<file path="config.mk">
export PLATFORM = sky130hd
export DESIGN_NAME = ro_freq_meter_flat
export DESIGN_NICKNAME = d
export VERILOG_FILES = /design/src/rtl/ro_freq_meter_if.sv /design/src/rtl/ro_freq_meter.sv /design/src/flat_wrapper.sv
export SDC_FILE = /design/constraint.sdc
export NUM_CORES = 1
export LEC_CHECK = 0
export CAP_MARGIN = 20
export CORE_MARGIN = 4
export CORE_UTILIZATION = 62
export CTS_BUF_LIST = sky130_fd_sc_hd__clkbuf_4 sky130_fd_sc_hd__clkbuf_8
export CTS_CLUSTER_SIZE = 20
export DETAILED_ROUTE_END_ITERATION = 10
export PLACE_DENSITY = 0.88
export SYNTH_ARGS = -nofsm -noshare
export SYNTH_HDL_FRONTEND = slang
export SYNTH_SLANG_ARGS = --single-unit
export TNS_END_PERCENT = 5
</file>
<file path="constraint.sdc">
create_clock -name wb_clk_i -period 6.6 [get_ports wb_clk_i]
set_input_delay 0.66 -clock wb_clk_i [delete_from_list [all_inputs] [get_ports wb_clk_i]]
set_output_delay 0.66 -clock wb_clk_i [all_outputs]
set_load 0.01 [all_outputs]
</file>
<file path="src/rtl/ro_freq_meter_if.sv">
// Control/status bundle between the management-side registers and ro_freq_meter.
// cont_i exists only when RO_CONT_EN is defined.
interface ro_freq_meter_if #(
    parameter int SEL_W  = 5,
    parameter int CH_W   = 3,
    parameter int CNT_W  = 16,
    parameter int GATE_W = 16
);
    logic [SEL_W-1:0]  sel_i;
    logic [CH_W-1:0]   ch_sel_i;
    logic [GATE_W-1:0] gate_i;
    logic              start_i;
    logic              abort_i;
`ifdef RO_CONT_EN
    logic              cont_i;
`endif
    logic [SEL_W-1:0]  ro_sel_o;
    logic              ro_start_o;
    logic              busy_o;
    logic              done_o;
    logic [CNT_W-1:0]  count_o;
    logic              ovf_o;

`ifdef RO_CONT_EN
    modport slave (
        input  sel_i, ch_sel_i, gate_i, start_i, abort_i, cont_i,
        output ro_sel_o, ro_start_o, busy_o, done_o, count_o, ovf_o
    );
    modport master (
        output sel_i, ch_sel_i, gate_i, start_i, abort_i, cont_i,
        input  ro_sel_o, ro_start_o, busy_o, done_o, count_o, ovf_o
    );
`else
    modport slave (
        input  sel_i, ch_sel_i, gate_i, start_i, abort_i,
        output ro_sel_o, ro_start_o, busy_o, done_o, count_o, ovf_o
    );
    modport master (
        output sel_i, ch_sel_i, gate_i, start_i, abort_i,
        input  ro_sel_o, ro_start_o, busy_o, done_o, count_o, ovf_o
    );
`endif
endinterface

</file>
<file path="src/rtl/ro_freq_meter.sv">
// Ring-oscillator frequency meter: counts rising edges of one selected channel over a gate window.
// Optional continuous back-to-back windows when RO_CONT_EN is defined.
module ro_freq_meter #(
    parameter int NUM_CH = 5,
    parameter int SEL_W  = 5,
    parameter int CNT_W  = 16,
    parameter int GATE_W = 16,
    parameter int SETTLE = 8    // must be >= 1
) (
    input  logic              wb_clk_i,
    input  logic              wb_rst_i,
    input  logic [NUM_CH-1:0] ro_i,
    ro_freq_meter_if.slave    bus
);
    localparam int CH_W  = (NUM_CH > 1) ? $clog2(NUM_CH) : 1;
    localparam int STL_W = (SETTLE > 1) ? $clog2(SETTLE) : 1;

    localparam logic [CH_W:0]       NUM_CH_L    = (CH_W + 1)'(NUM_CH);
    localparam logic [STL_W-1:0]    SETTLE_LAST = STL_W'(SETTLE - 1);
    localparam logic [GATE_W-1:0]   GATE_ONE    = GATE_W'(1);

    typedef enum logic [1:0] {
        S_IDLE,
        S_SETTLE,
        S_MEASURE,
        S_DONE
    } state_e;

    state_e            state_q,    state_d;
    logic [SEL_W-1:0]  sel_q,      sel_d;
    logic [CH_W-1:0]   ch_q,       ch_d;
    logic [GATE_W-1:0] gate_q,     gate_d;
    logic [STL_W-1:0]  settle_q,   settle_d;
    logic [GATE_W-1:0] gcnt_q,     gcnt_d;
    logic [CNT_W-1:0]  ecnt_q,     ecnt_d;
    logic              ovf_q,      ovf_d;
    logic [CNT_W-1:0]  count_q,    count_d;
    logic              ovf_out_q,  ovf_out_d;

    logic [NUM_CH-1:0] sync1_q, sync2_q;
    logic              ro_prev_q;

    logic              ro_cur;
    logic              edge_det;
    logic              cnt_full;
    logic [CNT_W-1:0]  ecnt_inc;
    logic              ovf_inc;
    logic              ch_valid;
    logic              cont_req;
    logic              stay_cont;
    logic              active;

`ifdef RO_CONT_EN
    assign cont_req = bus.cont_i;
`else
    assign cont_req = 1'b0;
`endif

    // Out-of-range channel requests are resolved to channel 0 when latched.
    assign ch_valid = ({1'b0, bus.ch_sel_i} < NUM_CH_L);

    assign ro_cur   = sync2_q[ch_q];
    assign edge_det = ro_cur & ~ro_prev_q;

    assign cnt_full = &ecnt_q;
    assign ecnt_inc = (edge_det && !cnt_full) ? ecnt_q + 1'b1 : ecnt_q;
    assign ovf_inc  = ovf_q | (edge_det & cnt_full);

    assign stay_cont = (state_q == S_DONE) && cont_req && !bus.abort_i;
    assign active    = (state_q == S_SETTLE) || (state_q == S_MEASURE) || stay_cont;

    always_comb begin
        // NOTE: every target gets its hold value first so no path through the case infers a latch.
        state_d   = state_q;
        sel_d     = sel_q;
        ch_d      = ch_q;
        gate_d    = gate_q;
        settle_d  = settle_q;
        gcnt_d    = gcnt_q;
        ecnt_d    = ecnt_q;
        ovf_d     = ovf_q;
        count_d   = count_q;
        ovf_out_d = ovf_out_q;

        unique case (state_q)
            S_IDLE: begin
                if (bus.start_i) begin
                    sel_d    = bus.sel_i;
                    ch_d     = ch_valid ? bus.ch_sel_i : '0;
                    gate_d   = bus.gate_i;
                    settle_d = '0;
                    state_d  = S_SETTLE;
                end
            end

            S_SETTLE: begin
                ecnt_d = '0;
                ovf_d  = 1'b0;
                if (bus.abort_i) begin
                    state_d = S_IDLE;
                end else if (settle_q == SETTLE_LAST) begin
                    if (gate_q == '0) begin
                        state_d   = S_DONE;
                        count_d   = '0;
                        ovf_out_d = 1'b0;
                    end else begin
                        state_d = S_MEASURE;
                        gcnt_d  = gate_q;
                    end
                end else begin
                    settle_d = settle_q + 1'b1;
                end
            end

            S_MEASURE: begin
                ecnt_d = ecnt_inc;
                ovf_d  = ovf_inc;
                gcnt_d = gcnt_q - 1'b1;
                if (bus.abort_i) begin
                    state_d = S_IDLE;
                end else if (gcnt_q == GATE_ONE) begin
                    // The edge seen in the last gate cycle is folded into the result.
                    state_d   = S_DONE;
                    count_d   = ecnt_inc;
                    ovf_out_d = ovf_inc;
                end
            end

            S_DONE: begin
                if (stay_cont) begin
                    ecnt_d = '0;
                    ovf_d  = 1'b0;
                    if (gate_q == '0) begin
                        state_d   = S_DONE;
                        count_d   = '0;
                        ovf_out_d = 1'b0;
                    end else begin
                        state_d = S_MEASURE;
                        gcnt_d  = gate_q;
                    end
                end else begin
                    state_d = S_IDLE;
                end
            end

            default: state_d = S_IDLE;
        endcase
    end

    always_ff @(posedge wb_clk_i or posedge wb_rst_i) begin
        if (wb_rst_i) begin
            state_q   <= S_IDLE;
            sel_q     <= '0;
            ch_q      <= '0;
            gate_q    <= '0;
            settle_q  <= '0;
            gcnt_q    <= '0;
            ecnt_q    <= '0;
            ovf_q     <= 1'b0;
            count_q   <= '0;
            ovf_out_q <= 1'b0;
            sync1_q   <= '0;
            sync2_q   <= '0;
            ro_prev_q <= 1'b0;
        end else begin
            // NOTE: non-blocking so every flop samples pre-edge values, keeping the synchroniser two stages deep.
            state_q   <= state_d;
            sel_q     <= sel_d;
            ch_q      <= ch_d;
            gate_q    <= gate_d;
            settle_q  <= settle_d;
            gcnt_q    <= gcnt_d;
            ecnt_q    <= ecnt_d;
            ovf_q     <= ovf_d;
            count_q   <= count_d;
            ovf_out_q <= ovf_out_d;
            sync1_q   <= ro_i;
            sync2_q   <= sync1_q;
            ro_prev_q <= ro_cur;
        end
    end

    assign bus.ro_sel_o   = sel_q;
    assign bus.ro_start_o = active;
    assign bus.busy_o     = active;
    assign bus.done_o     = (state_q == S_DONE);
    assign bus.count_o    = count_q;
    assign bus.ovf_o      = ovf_out_q;

endmodule

</file>
<file path="src/flat_wrapper.sv">
// flat-port wrapper written by rule: the top's interface ports become plain ports
module ro_freq_meter_flat 
#(
    parameter int NUM_CH = 5,
    parameter int SEL_W  = 5,
    parameter int CNT_W  = 16,
    parameter int GATE_W = 16,
    parameter int SETTLE = 8                   
)
  (wb_clk_i, wb_rst_i, ro_i, bus_sel_i, bus_ch_sel_i, bus_gate_i, bus_start_i, bus_abort_i, bus_ro_sel_o, bus_ro_start_o, bus_busy_o, bus_done_o, bus_count_o, bus_ovf_o);
  ro_freq_meter_if #(.SEL_W(SEL_W), .CNT_W(CNT_W), .GATE_W(GATE_W)) bus_i ();
  input  logic wb_clk_i;
  input  logic wb_rst_i;
  input  logic [NUM_CH-1:0] ro_i;
  input wire logic [$bits(bus_i.sel_i)-1:0] bus_sel_i;
  input wire logic [$bits(bus_i.ch_sel_i)-1:0] bus_ch_sel_i;
  input wire logic [$bits(bus_i.gate_i)-1:0] bus_gate_i;
  input wire logic [$bits(bus_i.start_i)-1:0] bus_start_i;
  input wire logic [$bits(bus_i.abort_i)-1:0] bus_abort_i;
  output wire logic [$bits(bus_i.ro_sel_o)-1:0] bus_ro_sel_o;
  output wire logic [$bits(bus_i.ro_start_o)-1:0] bus_ro_start_o;
  output wire logic [$bits(bus_i.busy_o)-1:0] bus_busy_o;
  output wire logic [$bits(bus_i.done_o)-1:0] bus_done_o;
  output wire logic [$bits(bus_i.count_o)-1:0] bus_count_o;
  output wire logic [$bits(bus_i.ovf_o)-1:0] bus_ovf_o;
  assign bus_i.sel_i = bus_sel_i;
  assign bus_i.ch_sel_i = bus_ch_sel_i;
  assign bus_i.gate_i = bus_gate_i;
  assign bus_i.start_i = bus_start_i;
  assign bus_i.abort_i = bus_abort_i;
  assign bus_ro_sel_o = bus_i.ro_sel_o;
  assign bus_ro_start_o = bus_i.ro_start_o;
  assign bus_busy_o = bus_i.busy_o;
  assign bus_done_o = bus_i.done_o;
  assign bus_count_o = bus_i.count_o;
  assign bus_ovf_o = bus_i.ovf_o;
  ro_freq_meter #(.NUM_CH(NUM_CH), .SEL_W(SEL_W), .CNT_W(CNT_W), .GATE_W(GATE_W), .SETTLE(SETTLE)) u_core (.wb_clk_i(wb_clk_i), .wb_rst_i(wb_rst_i), .ro_i(ro_i), .bus(bus_i));
endmodule
</file>
[Word level (Yosys, flattened, before mapping)]
Index checks and enable logic that the tools add are counted.
Storage, ports and cells
  register bits after elaboration: 90
  input bits: 33
  output and inout bits: 25
  word-level logic and storage cells: 83
Cells by class
  add/sub/neg operators: 3
  order comparisons: 2
  equality and inequality tests: 15
  mux-type cells: 33
  bitwise logic cells: 4
  reduce and logical (&&, ||, !) cells: 13
Operators with widths (count)
  16-bit two-way mux: 9
  16-bit one-hot mux with 2 select lines: 3
  16-bit by 1-bit adder with 16-bit output (second input constant): 1
  16-bit by 1-bit equality test with 1-bit output (second input constant): 1
  16-bit zero test: 1
  2-bit != test (second input constant): 8
  16-bit AND reduction: 1
  16-bit by 1-bit subtractor with 16-bit output (second input constant): 1
  3-bit two-way mux: 4
  2-bit two-way mux: 5
  2-bit one-hot mux with 4 select lines: 1
  4-bit AND reduction: 2
  1-bit two-way mux: 7
  3-bit != test (second input constant): 2
  3-bit one-hot mux with 2 select lines: 1
  6-bit AND reduction: 1
  2-bit equality test (second input constant): 2
  3-bit by 4-bit < comparator with 1-bit output (second input constant): 1
  1-bit one-hot mux with 2 select lines: 2
  2-bit nonzero test: 2
  3-bit by 1-bit adder with 3-bit output (second input constant): 1
  1-bit binary-select mux with 3-bit select: 1
  3-bit equality test (second input constant): 1
  3-bit < comparator (second input constant): 1
  other kinds (10): 11

[Logic depth before layout (Yosys ltp)]
Gate-level depths: netlist (run 1).
  word-level depth: 8
  gate-level depth with buffers: 10
  depth with buffers taken out: 8

[Worst setup path before layout (run 1)]
No wires, ideal clock.
  kind: flip-flop to flip-flop
  start point: register u_core.gcnt_q[8]
  end point: register u_core.count_q[1] (netlist: u_core.bus.count_o[1])
  setup time: 0.074 ns
  arrival time: 2.159 ns
  required time: 6.526 ns
  setup slack: 4.367 ns
  stages on the path, launching flop included: 10
  buffers on the path: 3
  period minus slack after synthesis: 2.233 ns
  path through: dfrtp_1 -> nor4_4 -> nand4_1 -> or3_1 -> a211o_1 -> buf_6 -> or2_1 -> buf_6 -> buf_12 -> o21ai_2
Between the ends
  cells in the longest elaborated chain, start to end: 3
Ends and longest elaborated chain
  start, declared: RTL line ro_freq_meter.sv:34  | logic [GATE_W-1:0] gcnt_q, gcnt_d;
  start signal, assigned: RTL line ro_freq_meter.sv:172  | gcnt_q <= gcnt_d;
  16-bit by 1-bit equality test with 1-bit output: RTL line ro_freq_meter.sv:121  | end else if (gcnt_q == GATE_ONE) begin
  2-bit != test (no line)
  6-bit AND reduction (no line)
  end signal, assigned: RTL line ro_freq_meter.sv:175  | count_q <= count_d;
  end, declared: RTL line ro_freq_meter.sv:37  | logic [CNT_W-1:0] count_q, count_d;
Every way passes these cells.
A chain may end at the register's enable or synchronous reset.

[Worst setup path after layout (run 1)]
  start point: register u_core.state_q[0]
  end point: output bus_ro_start_o
Between the ends
  cells in the longest elaborated chain, start to end: 2
  elaborated cells on any way between the ends: 3
  those cells by class: eq/ne (2); reduce/logical (1)
Ends and longest elaborated chain
  start, declared: RTL line ro_freq_meter.sv:29  | state_e state_q, state_d;
  start signal, assigned: RTL line ro_freq_meter.sv:167  | state_q <= state_d;
  2-bit by 1-bit equality test with 1-bit output / 2-bit equality test (equally long branches): RTL line ro_freq_meter.sv:70  | assign active = (state_q == S_SETTLE) || (state_q == S_MEASURE) || stay_cont;
  1-bit logical OR (*): RTL line ro_freq_meter.sv:70
  end, declared: RTL line flat_wrapper.sv:21  | output wire logic [$bits(bus_i.ro_start_o)-1:0] bus_ro_start_o;
Every way passes the cells marked *; elsewhere a longest branch is shown, timed or not.

==> results of run 1 <==
[power by group]
part	leakage, uW	switching (uW)	internal, uW
Clock	0.000103	199	189
Combinational	0.000902	342	295
Sequential	0.00114	154	696
[Yosys cell counts, types with 4 or more instances]
library cell,n,share of area
o21ai_2,10,0.019
nand4_1,7,0.0096
inv_1,15,0.012
nor4_1,8,0.011
and3_1,6,0.0082
xor2_1,5,0.0096
nor2_1,29,0.024
mux2_2,22,0.054
clkbuf_1,19,0.016
a21oi_1,23,0.025
and4_1,4,0.0077
ha_1,9,0.025
xnor2_1,9,0.017
nor3_1,9,0.0099
o31ai_1,4,0.0066
or4_1,4,0.0066
o21ai_0,41,0.045
dfrtp_1,90,0.49
o22ai_1,13,0.018
mux2i_1,6,0.013
nand3_1,26,0.029
nand2_1,46,0.038
a22o_1,4,0.0077
[final timing paths]
kind	slack (ns)	endpoint
min reg2reg	0.36	u_core.sync2_q[2]
max reg2reg	3.81	u_core.bus.count_o[15]
min	0.36	u_core.sync2_q[2]
max	3.80	bus_ro_start_o
min in group asynchronous	0.68	u_core.sync1_q[4]
max in group asynchronous	4.83	u_core.ecnt_q[14]
[kinds of logic after synthesis]
kind of cell               Yosys count
and+or+nand+nor                    157
AOI/OAI and AO/OA                  122
DFF                                 90
buffers and inverters               38
muxes                               28
xor gates and xnor gates            14
adders and majority gates            9
[area by class of cell]
| class | count | area [sq um] | share of cell area |
|---|---|---|---|
| sequential | 90 | 2252 | 0.4202 |
| multi-input combinational | 330 | 2127 | 0.3968 |
| timing repair buffer | 60 | 593.1 | 0.1106 |
| clock buffer | 10 | 137.6 | 0.02568 |
| tap | 96 | 120.1 | 0.02241 |
| clock inverter | 6 | 72.57 | 0.01354 |
| inverter | 15 | 57.56 | 0.01074 |
[worst max-delay path, stage by stage (launching register included)]
cell	delay, ns
dfrtp_1	0.39
inv_1	0.09
ha_1	0.65
clkdlybuf4s50_1	0.65
[flip-flops by register name (all words and copies together), names as in the netlist]
register	count
u_core.ch_q	3
u_core.gate_q	16
u_core.state_q	2
u_core.ovf_q	1
u_core.gcnt_q	16
u_core.settle_q	3
u_core.bus.ovf_o	1
u_core.ro_prev_q	1
u_core.ecnt_q	16
u_core.sync2_q	5
u_core.sync1_q	5
u_core.bus.count_o	16
u_core.bus.ro_sel_o	5
[through the flow]
step                      total power (uW)  hold WS, ns
after floorplan                       1283       0.3312
after global placement                1452       0.3334
after detailed placement              1488       0.3413
after CTS                             1879       0.3624
after global routing                  2004       0.3719
final                                 1876       0.3599
[layer usage]
layer	vias to the layer above	wire length, microns
met2	146	4747
met5	-	0
met3	10	759
li1	1764	-
met4	0	73
met1	1780	4308
==> impl_metrics.ini, run 1 <==
[die]
die-height_microns = 93.73
fp.dieW_microns = 93.73
fp.coreArea_sq_um = 6982
rows = 30
dieArea_sq_um = 8785
ioPinCount = 58
start_util = 0.6527

[critical_path]
r2r_cells = 6
cp_data_arrival_time_ns = 2.14
start_kind = register
critical_path.max_fanout = 17
crit_start = u_core.state_q[0]
cp-end-kind = primary output
reg2reg_from = u_core.gcnt_q[4]
path_class = reg -> out
worst_ep_required_time_ns = 5.94

[synth]
synthArstFlopShare = 1.000
synth-xor-area-share = 0.02691
synth.area.mux_share = 0.06755
synthAdderAreaFrac = 0.02471
syn_inst = 458
synth_cell_types = 59
ys_seq_elements = 90
synth_fp_nets = 500
synth.cell_area_sq_um = 4557
synth_flop_cell = dfrtp_1
yosys_warnings = 0
synth_top_family_by_area = simple AND/OR/NAND/NOR gates
syn_area_per_cell_sq_um = 9.949
synth_enable_flop_cells = 0
synth-seq-area-share = 0.4942
synth-compound-area-share = 0.1730
synth-simple-area-share = 0.1746

[drt]
totalWireLength_microns = 9889
drc_errors = 0
drt_iter0_drc = 303
drtAntennaViolNets = 0
drt-wirelength-per-cell_microns = 16.29
dr.pass1.iters = 5
viasPerCell = 6.096
vias = 3700

[pwr]
power_density_nw_per_um2 = 349.9
power_leakage_uw = 0.002144
vdd_drop_max_v = 0.0002290

[clock_tree]
ctsResizeCount = 0
clkLatencyLatePin_ns = 0.35
cts-root-buf = clkbuf_8
cts.hold.buffers_added = 0
numCtsBuffers = 9
postCtsSetupRepairBufs = 0
clock_sinks = 90
h-tree-depth = 3
clock_path_buffers = 2
path_clk_slew_ns = 0.09
cts_tree = done

[global_routing]
grtUsageMet1 = 0.3271
met3_usage = 0.06090
grt_use_total = 0.2397
use_met2 = 0.3820
grt_overflow = 0
antenna_found_initial = 0
grt_first_pass_wirelength_microns = 16970
grt-busiest-layer = met2
grt_max_degree = 56
grt_pass1_vias = 3638

[sta]
finClkSkew_ns = 0.01035
rsz0062_at_grt = no
tightest_slew_ns = 1.039
timing.final.ws_setup_ns = 3.804
maxSlewViolCount = 0
period_share = 0.4236
finalSetupViolCount = 0
relSlewSlack = 0.3057
hold_viol = 0
max_freq_ghz = 0.3577
period_minus_slack_ns = 2.796
tns_ns = 0

[cells_and_area]
final_common_cell = dfrtp_1
nFillCells = 510
fin_util = 0.7677
most-common-layout-cells = 90 x dfrtp_1, 57 x clkdlybuf4s50_1, 46 x nand2_1
nets = 548
diodes = 0
drive_above_1_share = 0.1194
layoutNonFillerInstCount = 607
final_area_sq_um = 5360
area_growth_pct = 17.63

[placement]
dp.cells = 591
gp_congestion = 0.8795
placed_area_sq_um = 5150
dpl.hpwl_microns = 7079
place_ws_ns = 3.665
io_buffers = 57

[hold_path]
holdPathStages = 0
hold_start = u_core.sync1_q[2]
hp-class = reg -> reg

[status]
status = complete, no violations

[job]
maxCapViolCount = 0
(Power assumes the default switching activity.)
==> run 2, diff against run 1 <==
--- a/config.mk
+++ b/config.mk
@@ -7,11 +7,11 @@
 export LEC_CHECK = 0
 export CAP_MARGIN = 20
 export CORE_MARGIN = 4
-export CORE_UTILIZATION = 62
+export CORE_UTILIZATION = 57
 export CTS_BUF_LIST = sky130_fd_sc_hd__clkbuf_4 sky130_fd_sc_hd__clkbuf_8
 export CTS_CLUSTER_SIZE = 20
 export DETAILED_ROUTE_END_ITERATION = 10
-export PLACE_DENSITY = 0.88
+export PLACE_DENSITY = 0.82
 export SYNTH_ARGS = -nofsm -noshare
 export SYNTH_HDL_FRONTEND = slang
 export SYNTH_SLANG_ARGS = --single-unit
==> constraint.sdc (replaced) <==
create_clock -name wb_clk_i -period 2.6 [get_ports wb_clk_i]
set_input_delay 0.26 -clock wb_clk_i [delete_from_list [all_inputs] [get_ports wb_clk_i]]
set_output_delay 0.26 -clock wb_clk_i [all_outputs]
set_load 0.01 [all_outputs]
==> impl_metrics.ini, run 2 (synthesis gave the netlist of run 1 again) <==
[clock_tree]
h-tree-depth = 3
cts.hold.buffers_added = 0
clock_sinks = 90
clock_path_buffers = 2
cts-root-buf = clkbuf_8
numCtsBuffers = 9
clkLatencyLatePin_ns = 0.36
path_clk_slew_ns = 0.09
cts_tree = done

[sta]
period_minus_slack_ns = 2.412
period_share = 0.9277
finalSetupViolCount = 0
tns_ns = 0
tightest_slew_ns = 0.5097
maxSlewViolCount = 0
timing.final.ws_setup_ns = 0.1881
relSlewSlack = 0.6598
whs_ns = 0.2361
rsz0062_at_grt = no
max_freq_ghz = 0.4146
hold_viol = 0
finClkSkew_ns = 0.01101

[die]
fp.coreArea_sq_um = 7767
rows = 32
die-height_microns = 97.41
fp.dieW_microns = 97.41
start_util = 0.5867
ioPinCount = 58
dieArea_sq_um = 9489

[drt]
totalWireLength_microns = 10090
drt_iter0_drc = 278
dr.pass1.iters = 5
drt-wirelength-per-cell_microns = 16.06
drc_errors = 0
drtAntennaViolNets = 0
vias = 3763
viasPerCell = 5.992

[pwr]
power_leakage_uw = 0.002233
vdd_drop_max_v = 0.0005531
power_density_nw_per_um2 = 901.7

[critical_path]
worst_ep_required_time_ns = 2.85
cp-end-kind = register
cp_data_arrival_time_ns = 2.66
critical_path.max_fanout = 6
path_class = reg -> reg
start_kind = register

[cells_and_area]
drive_above_1_share = 0.1464
layoutNonFillerInstCount = 628
nets = 563
diodes = 0
most-common-layout-cells = 90 x dfrtp_1, 57 x clkdlybuf4s50_1, 46 x nand2_1
area_growth_pct = 20.95
final_common_cell = dfrtp_1
final_area_sq_um = 5512

[placement]
place_ws_ns = 0.2175
gp_congestion = 0.9724
io_buffers = 57
placed_area_sq_um = 5270
dpl.hpwl_microns = 7531
dp.cells = 612

[hold_path]
hp-class = in -> async

[global_routing]
grt_use_total = 0.2225
grt_pass1_vias = 3727
antenna_found_initial = 0
grt_overflow = 0
grt_first_pass_wirelength_microns = 17400
grt_max_degree = 31

[job]
maxCapViolCount = 0

[status]
status = complete, no violations
[run 2: stage by stage]
stage | power, uW | util
floorplan | 3258 | -
global placement | 3779 | 0.6785
detailed placement | 3873 | 0.6785
CTS | 4986 | 0.7088
global route | 5313 | 0.7096
finish | 4970 | 0.7096
[run 2: metal layers]
metal / track usage / up-vias / wire length (microns)
met3: 0.04092 / 21 / 638
met5: 0 / - / 0
met4: 0.08413 / 0 / 208
met2: 0.3537 / 139 / 4764
met1: 0.3046 / 1807 / 4475
li1: - / 1796 / -
[run 2: timing repair]
action,in CTS,in global routing
gates resized for setup,0,1
endpoints found under the setup margin,0,1
setup buffers,0,0
[run 2: layout make-up]
class / instances / area [sq um]
Sequential cell: 90 / 2252
Multi-Input combinational cell: 330 / 2133
Tap cell: 102 / 127.6
Clock inverter: 6 / 97.59
Timing Repair Buffer: 75 / 705.7
Inverter: 15 / 57.56
Fill cell: 597 / 2256
Clock buffer: 10 / 137.6
[run 2: where the power goes]
part	switching (uW)	leakage (uW)	internal [uW]
Sequential	392	0.00114	1770
Combinational	899	0.000975	819
Clock	513	0.000119	581
Total	1800	0.00223	3170
[run 2: final timing paths]
| check | startpoint | end | slack (ns) | cells after the start |
|---|---|---|---|---|
| worst max-delay path | u_core.ch_q[0] | u_core.ecnt_q[0] | 0.19 | 6 |
| worst min-delay path | wb_rst_i | u_core.sync1_q[2] | 0.24 | 2 |
| worst min register to register | u_core.sync1_q[0] | u_core.sync2_q[0] | 0.35 | 0 |
| min in group wb_clk_i | ro_i[3] | u_core.sync1_q[3] | 0.34 | 1 |
| max in group asynchronous | wb_rst_i | u_core.ecnt_q[2] | 1.72 | 3 |
| worst max register to register | u_core.ch_q[0] | u_core.ecnt_q[0] | 0.19 | 6 |
[run 2: worst max-delay path, cell delays in order (launching register included)]
cell and delay (ns):
dfrtp_1 0.43, nand2b_1 0.17, or4b_1 0.55, and3_1 0.29
nor2_1 0.39, o21ai_0 0.20, a22o_1 0.28
==> run 3, diff against run 2 <==
--- a/config.mk
+++ b/config.mk
@@ -5,12 +5,14 @@
 export SDC_FILE = /design/constraint.sdc
 export NUM_CORES = 1
 export LEC_CHECK = 0
+export ABC_CLOCK_PERIOD_IN_PS = 2600
 export CAP_MARGIN = 20
 export CORE_MARGIN = 4
 export CORE_UTILIZATION = 57
 export CTS_BUF_LIST = sky130_fd_sc_hd__clkbuf_4 sky130_fd_sc_hd__clkbuf_8
 export CTS_CLUSTER_SIZE = 20
 export DETAILED_ROUTE_END_ITERATION = 10
+export HOLD_SLACK_MARGIN = 0.15
 export PLACE_DENSITY = 0.82
 export SYNTH_ARGS = -nofsm -noshare
 export SYNTH_HDL_FRONTEND = slang
==> results of run 3 <==
No change in the layout: final DEF, timing and power equal those of run 2.
